## src/rtl/gray_scale_sequencer.sv

```systemverilog
// rtl/gray_scale_sequencer.sv - frame sequencer feeding the RGB555-to-grayscale core
// Optional feature macro: GRAY_SEQ_FRAME_CNT_EN adds an 8-bit frame_count_o output.
module gray_scale_sequencer #(
  parameter int IMG_WIDTH       = 8,
  parameter int IMG_HEIGHT      = 8,
  parameter int MAX_PIXEL_BITS  = 15,
  parameter int PIXEL_WIDTH_OUT = 8
) (
  input  logic                       clk_i,
  input  logic                       reset_i,
  input  logic                       frame_start_i,
  input  logic                       px_valid_i,
  output logic                       px_ready_o,
  input  logic [MAX_PIXEL_BITS-1:0]  px_rgb_i,
  output logic                       core_start_o,
  output logic [MAX_PIXEL_BITS-1:0]  core_px_rgb_o,
  input  logic [PIXEL_WIDTH_OUT-1:0] core_px_gray_i,
  output logic                       gray_valid_o,
  input  logic                       gray_ready_i,
  output logic [PIXEL_WIDTH_OUT-1:0] gray_o,
  output logic                       eol_o,
  output logic                       eof_o,
  output logic                       busy_o,
  output logic                       frame_done_o
`ifdef GRAY_SEQ_FRAME_CNT_EN
  ,
  output logic [7:0]                 frame_count_o
`endif
);

  localparam int COL_W = $clog2(IMG_WIDTH);
  localparam int ROW_W = (IMG_HEIGHT > 1) ? $clog2(IMG_HEIGHT) : 1;
  localparam logic [COL_W-1:0] COL_LAST = COL_W'(IMG_WIDTH - 1);
  localparam logic [ROW_W-1:0] ROW_LAST = ROW_W'(IMG_HEIGHT - 1);

  typedef enum logic [1:0] {
    ST_IDLE,
    ST_RUN,
    ST_DRAIN,
    ST_DONE
  } state_t;

  state_t                      state_q, state_d;
  logic [MAX_PIXEL_BITS-1:0]   last_rgb_q;
  logic                        gray_valid_q;
  logic                        eol_q, eof_q;
  logic [COL_W-1:0]            col_q;
  logic [ROW_W-1:0]            row_q;
  logic                        accept;
  logic                        handshake;
  logic                        col_last, last_px;

  // Upstream may only advance when the held result is free or leaving this cycle.
  assign px_ready_o    = (state_q == ST_RUN) && (!gray_valid_q || gray_ready_i);
  assign accept        = px_valid_i && px_ready_o;
  assign handshake     = gray_valid_q && gray_ready_i;
  assign col_last      = (col_q == COL_LAST);
  assign last_px       = col_last && (row_q == ROW_LAST);

  // While stalled the core re-registers the previous pixel so its result holds.
  assign core_px_rgb_o = accept ? px_rgb_i : last_rgb_q;
  assign gray_o        = core_px_gray_i;
  assign gray_valid_o  = gray_valid_q;
  assign eol_o         = eol_q;
  assign eof_o         = eof_q;

  // State register.
  always_ff @(posedge clk_i or posedge reset_i) begin
    if (reset_i) state_q <= ST_IDLE;
    else         state_q <= state_d;
  end

  // Next-state and per-state control; core start stays high through stalls.
  always_comb begin
    state_d      = state_q;
    core_start_o = 1'b0;
    busy_o       = 1'b1;
    frame_done_o = 1'b0;
    case (state_q)
      ST_IDLE: begin
        busy_o = 1'b0;
        if (frame_start_i) state_d = ST_RUN;
      end
      ST_RUN: begin
        core_start_o = 1'b1;
        if (accept && last_px) state_d = ST_DRAIN;
      end
      ST_DRAIN: begin
        core_start_o = 1'b1;
        if (handshake) state_d = ST_DONE;
      end
      ST_DONE: begin
        frame_done_o = 1'b1;
        state_d      = ST_IDLE;
      end
      default: state_d = ST_IDLE;
    endcase
  end

  // Output-valid register with line/frame tags; accept wins over handshake so streaming has no bubble.
  always_ff @(posedge clk_i or posedge reset_i) begin
    if (reset_i) begin
      last_rgb_q   <= '0;
      gray_valid_q <= 1'b0;
      eol_q        <= 1'b0;
      eof_q        <= 1'b0;
    end else if (accept) begin
      last_rgb_q   <= px_rgb_i;
      gray_valid_q <= 1'b1;
      eol_q        <= col_last;
      eof_q        <= last_px;
    end else if (handshake) begin
      gray_valid_q <= 1'b0;
      eol_q        <= 1'b0;
      eof_q        <= 1'b0;
    end
  end

  // Column/row position of the next pixel; a frame start honoured in IDLE rewinds it.
  always_ff @(posedge clk_i or posedge reset_i) begin
    if (reset_i) begin
      col_q <= '0;
      row_q <= '0;
    end else if (accept) begin
      if (col_last) begin
        col_q <= '0;
        row_q <= (row_q == ROW_LAST) ? '0 : row_q + 1'b1;
      end else begin
        col_q <= col_q + 1'b1;
      end
    end else if (state_q == ST_IDLE && frame_start_i) begin
      col_q <= '0;
      row_q <= '0;
    end
  end

`ifdef GRAY_SEQ_FRAME_CNT_EN
  logic [7:0] frame_count_q;
  assign frame_count_o = frame_count_q;

  // Completed-frame counter, bumped once per DONE visit and wrapping at 255.
  always_ff @(posedge clk_i or posedge reset_i) begin
    if (reset_i)                 frame_count_q <= 8'd0;
    else if (state_q == ST_DONE) frame_count_q <= frame_count_q + 8'd1;
  end
`endif

endmodule

```

## config.mk

```make
export PLATFORM = sky130hd
export DESIGN_NAME = gray_scale_sequencer
export DESIGN_NICKNAME = d
export VERILOG_FILES = /design/src/rtl/gray_scale_sequencer.sv
export SDC_FILE = /design/constraint.sdc
export NUM_CORES = 1
export LEC_CHECK = 0
export ABC_CLOCK_PERIOD_IN_PS = 2000
export CORE_UTILIZATION = 40
export DETAILED_ROUTE_END_ITERATION = 10
export GPL_ROUTABILITY_DRIVEN = 0
export PLACE_DENSITY = 0.82
export REMOVE_ABC_BUFFERS = 1
export SLEW_MARGIN = 30
export SYNTH_ARGS = -nofsm -noshare
export SYNTH_HDL_FRONTEND = slang
export SYNTH_SLANG_ARGS = --single-unit
```

## constraint.sdc

```tcl
create_clock -name clk_i -period 2 [get_ports clk_i]
set_input_delay 0.4 -clock clk_i [delete_from_list [all_inputs] [get_ports clk_i]]
set_output_delay 0.4 -clock clk_i [all_outputs]
set_load 0.01 [all_outputs]
```

==> metrics.txt <==
register share of total power=32.1%; Layout Nets=184; Final Core Density=64.6%; clock transition at the registers of the reported paths=0.13 ns; Internal Power=1770 uW; final instance area=0.00183 mm^2; Max Freq=487 MHz; Hold-fix buffers, CTS=0; Gate Count Post-Synth=97; via/cell ratio=5.24; Root Driver=clkbuf_4; Post-DRT Antenna Nets=0; placed cell area=0.00168 mm^2; Initial Util=43.3%; max incr delay on CP=0.45 ns; fin crit period=2.05 ns; Mapped Area=0.00122 mm^2; Arr. time, crit path=1.65 ns; routed length per placed instance=16.1 um; final setup margin=-0.0536 ns; input/output buffers=41; top post-synthesis cells by area=dfrtp_1 (53%), mux2_2 (15%), ha_1 (9.2%); Clock Sinks=26; Iteration-0 DRC Markers=18; worst slew pin tran=0.325 ns; clock tree buffer depth=2; Worst-Skew Late Latency=0.30 ns; Yosys top cell by area=dfrtp_1; Max Clock Skew=0.00379 ns; total CTS buffers=3; Initial DRT Pass Iterations=7; post-synthesis simple-gate area fraction=7.57%; max-cap viol count=0; first-pass GRT wire length=4750 um; core area=0.00283 mm^2; Post-Syn Area per Cell=12.6 um^2; DIE AREA=0.00328 mm^2; setup TNS=-0.526 ns; Netlist cell types=20; Seq/Total Area, Yosys=53.2%; power density over the cells=1450 mW/mm^2; total grt overflow=0; flops & latches, synth=26; leakage power=0.000925 uW; worst hold path type=primary input to asynchronous set/reset pin; Routed WL=2830 um; placed cell count=168; Ys Warns=0; final hold vios=0; number of global-route vias before repair=1025; hold slack=0.433 ns; compound-gate portion of the synthesized area=4.09%; Slew headroom=78.3%; Setup crit start kind=register; Die H=57.3 um; layout cells sized above 1=37.2%; Remaining DRCs=3; Cell Chain, Critical Path=ha_4 -> nand3_4 -> buf_12 -> mux2_2 -> buf_6; RSZ-0062 raised after global routing=true; violated checks=design-rule violations, negative setup slack; IO Count=58; HPWL after DPL=1880 um; largest net degree at the start of global routing=27; kind of critical path=register to output pin; Clk pwr share=7.8%; endpoint type of the worst setup path=output pin; Area Growth Syn to Fin=49.3%; outcome=complete, but fails checks; XOR/XNOR Fraction of Synth Area=0%; H-tree depth=1; Yosys top cell area share=53.2%; ant diodes=0; antenna violations before repair=0; chip width=57.3 um; switching power=889 uW; Post-Synth Adder-Cell Area=9.20%; aggregate global-route resource usage=18.9%; Sw Share=33.5%; combinational power share=60.1%; Final Slew Violations=0; Slowest cell on crit path=dfrtp_1; largest fanout on the critical path=6; Worst Path Required=1.60 ns; Final setup viols=15; Tcrit/Tclk final=103%; worst vdd ir=0.000915 V; main combinational cell family by area after synthesis=multiplexers; Std-Cell Rows=19; DR vias=922; fin cells=176; CTS tree=built; mux contribution to synthesized area=17.6%
[power by group through the flow]
stage / registers (uW) / clock network, uW / logic (uW)
after floorplan: 829 / 0 / 679
after global placement: 828 / 0 / 1340
after detailed placement: 847 / 0 / 1400
after CTS: 845 / 217 / 1620
after global routing: 875 / 235 / 1720
final: 853 / 207 / 1600
[cell usage in the layout (no fill, tap or decap), types with 3 or more instances in the layout]
cell	count
nand2_1	5
nand3_1	5
mux2_4	9
clkdlybuf4s50_1	20
nor2_1	3
o21ai_0	3
dlygate4sd2_1	5
buf_4	11
buf_6	16
dfrtp_1	26
mux2_2	8
ha_1	8
clkbuf_4	3
inv_1	6
[per-layer routing]
metal  global-route usage, %  wire [um]  part of all wire [%]  up-vias
met3                    5.67        156                   5.5        2
met5                       0          0                     0        -
li1                        -          -                     -      420
met2                    34.6       1550                    55       41
met4                    5.23         14                  0.50        0
met1                    21.3       1110                    39      459
[registers in the layout, summed over array words and instances (netlist names)]
name          cells
last_rgb_q       15
col_q             3
row_q             3
state_q           2
eof_o             1
eol_o             1
gray_valid_o      1
[worst paths after layout]
kind / start / end / slack, ns / depth (start not counted)
setup / recovery: state_q[0]$_DFFE_PP0P_ / core_px_rgb_o[3] / -0.05 / 5
hold / removal: reset_i / last_rgb_q[5]$_DFF_PP0_ / 0.43 / 3
setup reg to reg: state_q[1]$_DFFE_PP0P_ / row_q[0]$_DFFE_PP0P_ / 0.27 / 8
hold reg to reg: last_rgb_q[5]$_DFF_PP0_ / last_rgb_q[5]$_DFF_PP0_ / 0.52 / 1
max in group asynchronous: reset_i / last_rgb_q[1]$_DFF_PP0_ / 1.32 / 3
min in group clk_i: last_rgb_q[5]$_DFF_PP0_ / last_rgb_q[5]$_DFF_PP0_ / 0.52 / 1
[timing repair]
| action | 4_1_cts | 5_1_grt |
|---|---|---|
| pin swaps | 2 | 2 |
| endpoints found under the setup margin | 18 | 18 |
| setup buffers | 4 | 1 |
| gates resized for setup | 91 | 7 |
| gates cloned | 2 | 0 |
[through the flow]
step                worst slack, ns  total power (uW)
finish                      -0.0536              2660
global route                 -0.107              2830
CTS                          -0.154              2680
detailed placement           -0.528              2240
global placement             -0.501              2170
floorplan                     0.125              1510
[cell usage after synthesis]
master and number:
a221o_1 1, a22o_1 1, and2_1 1, buf_2 1, buf_4 9, dfrtp_1 26
ha_1 9, inv_1 8, mux2_2 16, mux2_4 1, mux2i_1 2, nand2_1 5
nand2b_2 1, nand3_1 5, nand3_2 1, nand4_1 2, nor2_1 3, o21ai_0 3
o2bb2ai_1 1, o31ai_1 1
[worst max-delay path: cells and delay by family (launching register included)]
kind / cells / cell delay [ns]
flip-flops: 1 / 0.45
multiplexers: 1 / 0.35
buffers and inverters: 2 / 0.26
adder cells (fa/ha/maj): 1 / 0.19
AND/OR/NAND/NOR: 1 / 0.09
[final cells by class]
type | count | area, um^2
well taps | 31 | 38.8
fillers | 211 | 1000
flip-flops and latches | 26 | 651
repair buffers | 55 | 559
multi-input cells | 53 | 526
inverters | 8 | 30.0
clock buffers | 3 | 22.5
[cell families after synthesis]
| family | after synthesis |
|---|---|
| muxes | 19 |
| and+or+nand+nor | 18 |
| DFF | 26 |
| buffers and inverters | 18 |
| AOI/OAI and AO/OA | 7 |
| adders and majority gates | 9 |
Note: power is estimated with default switching activity, not from simulation.
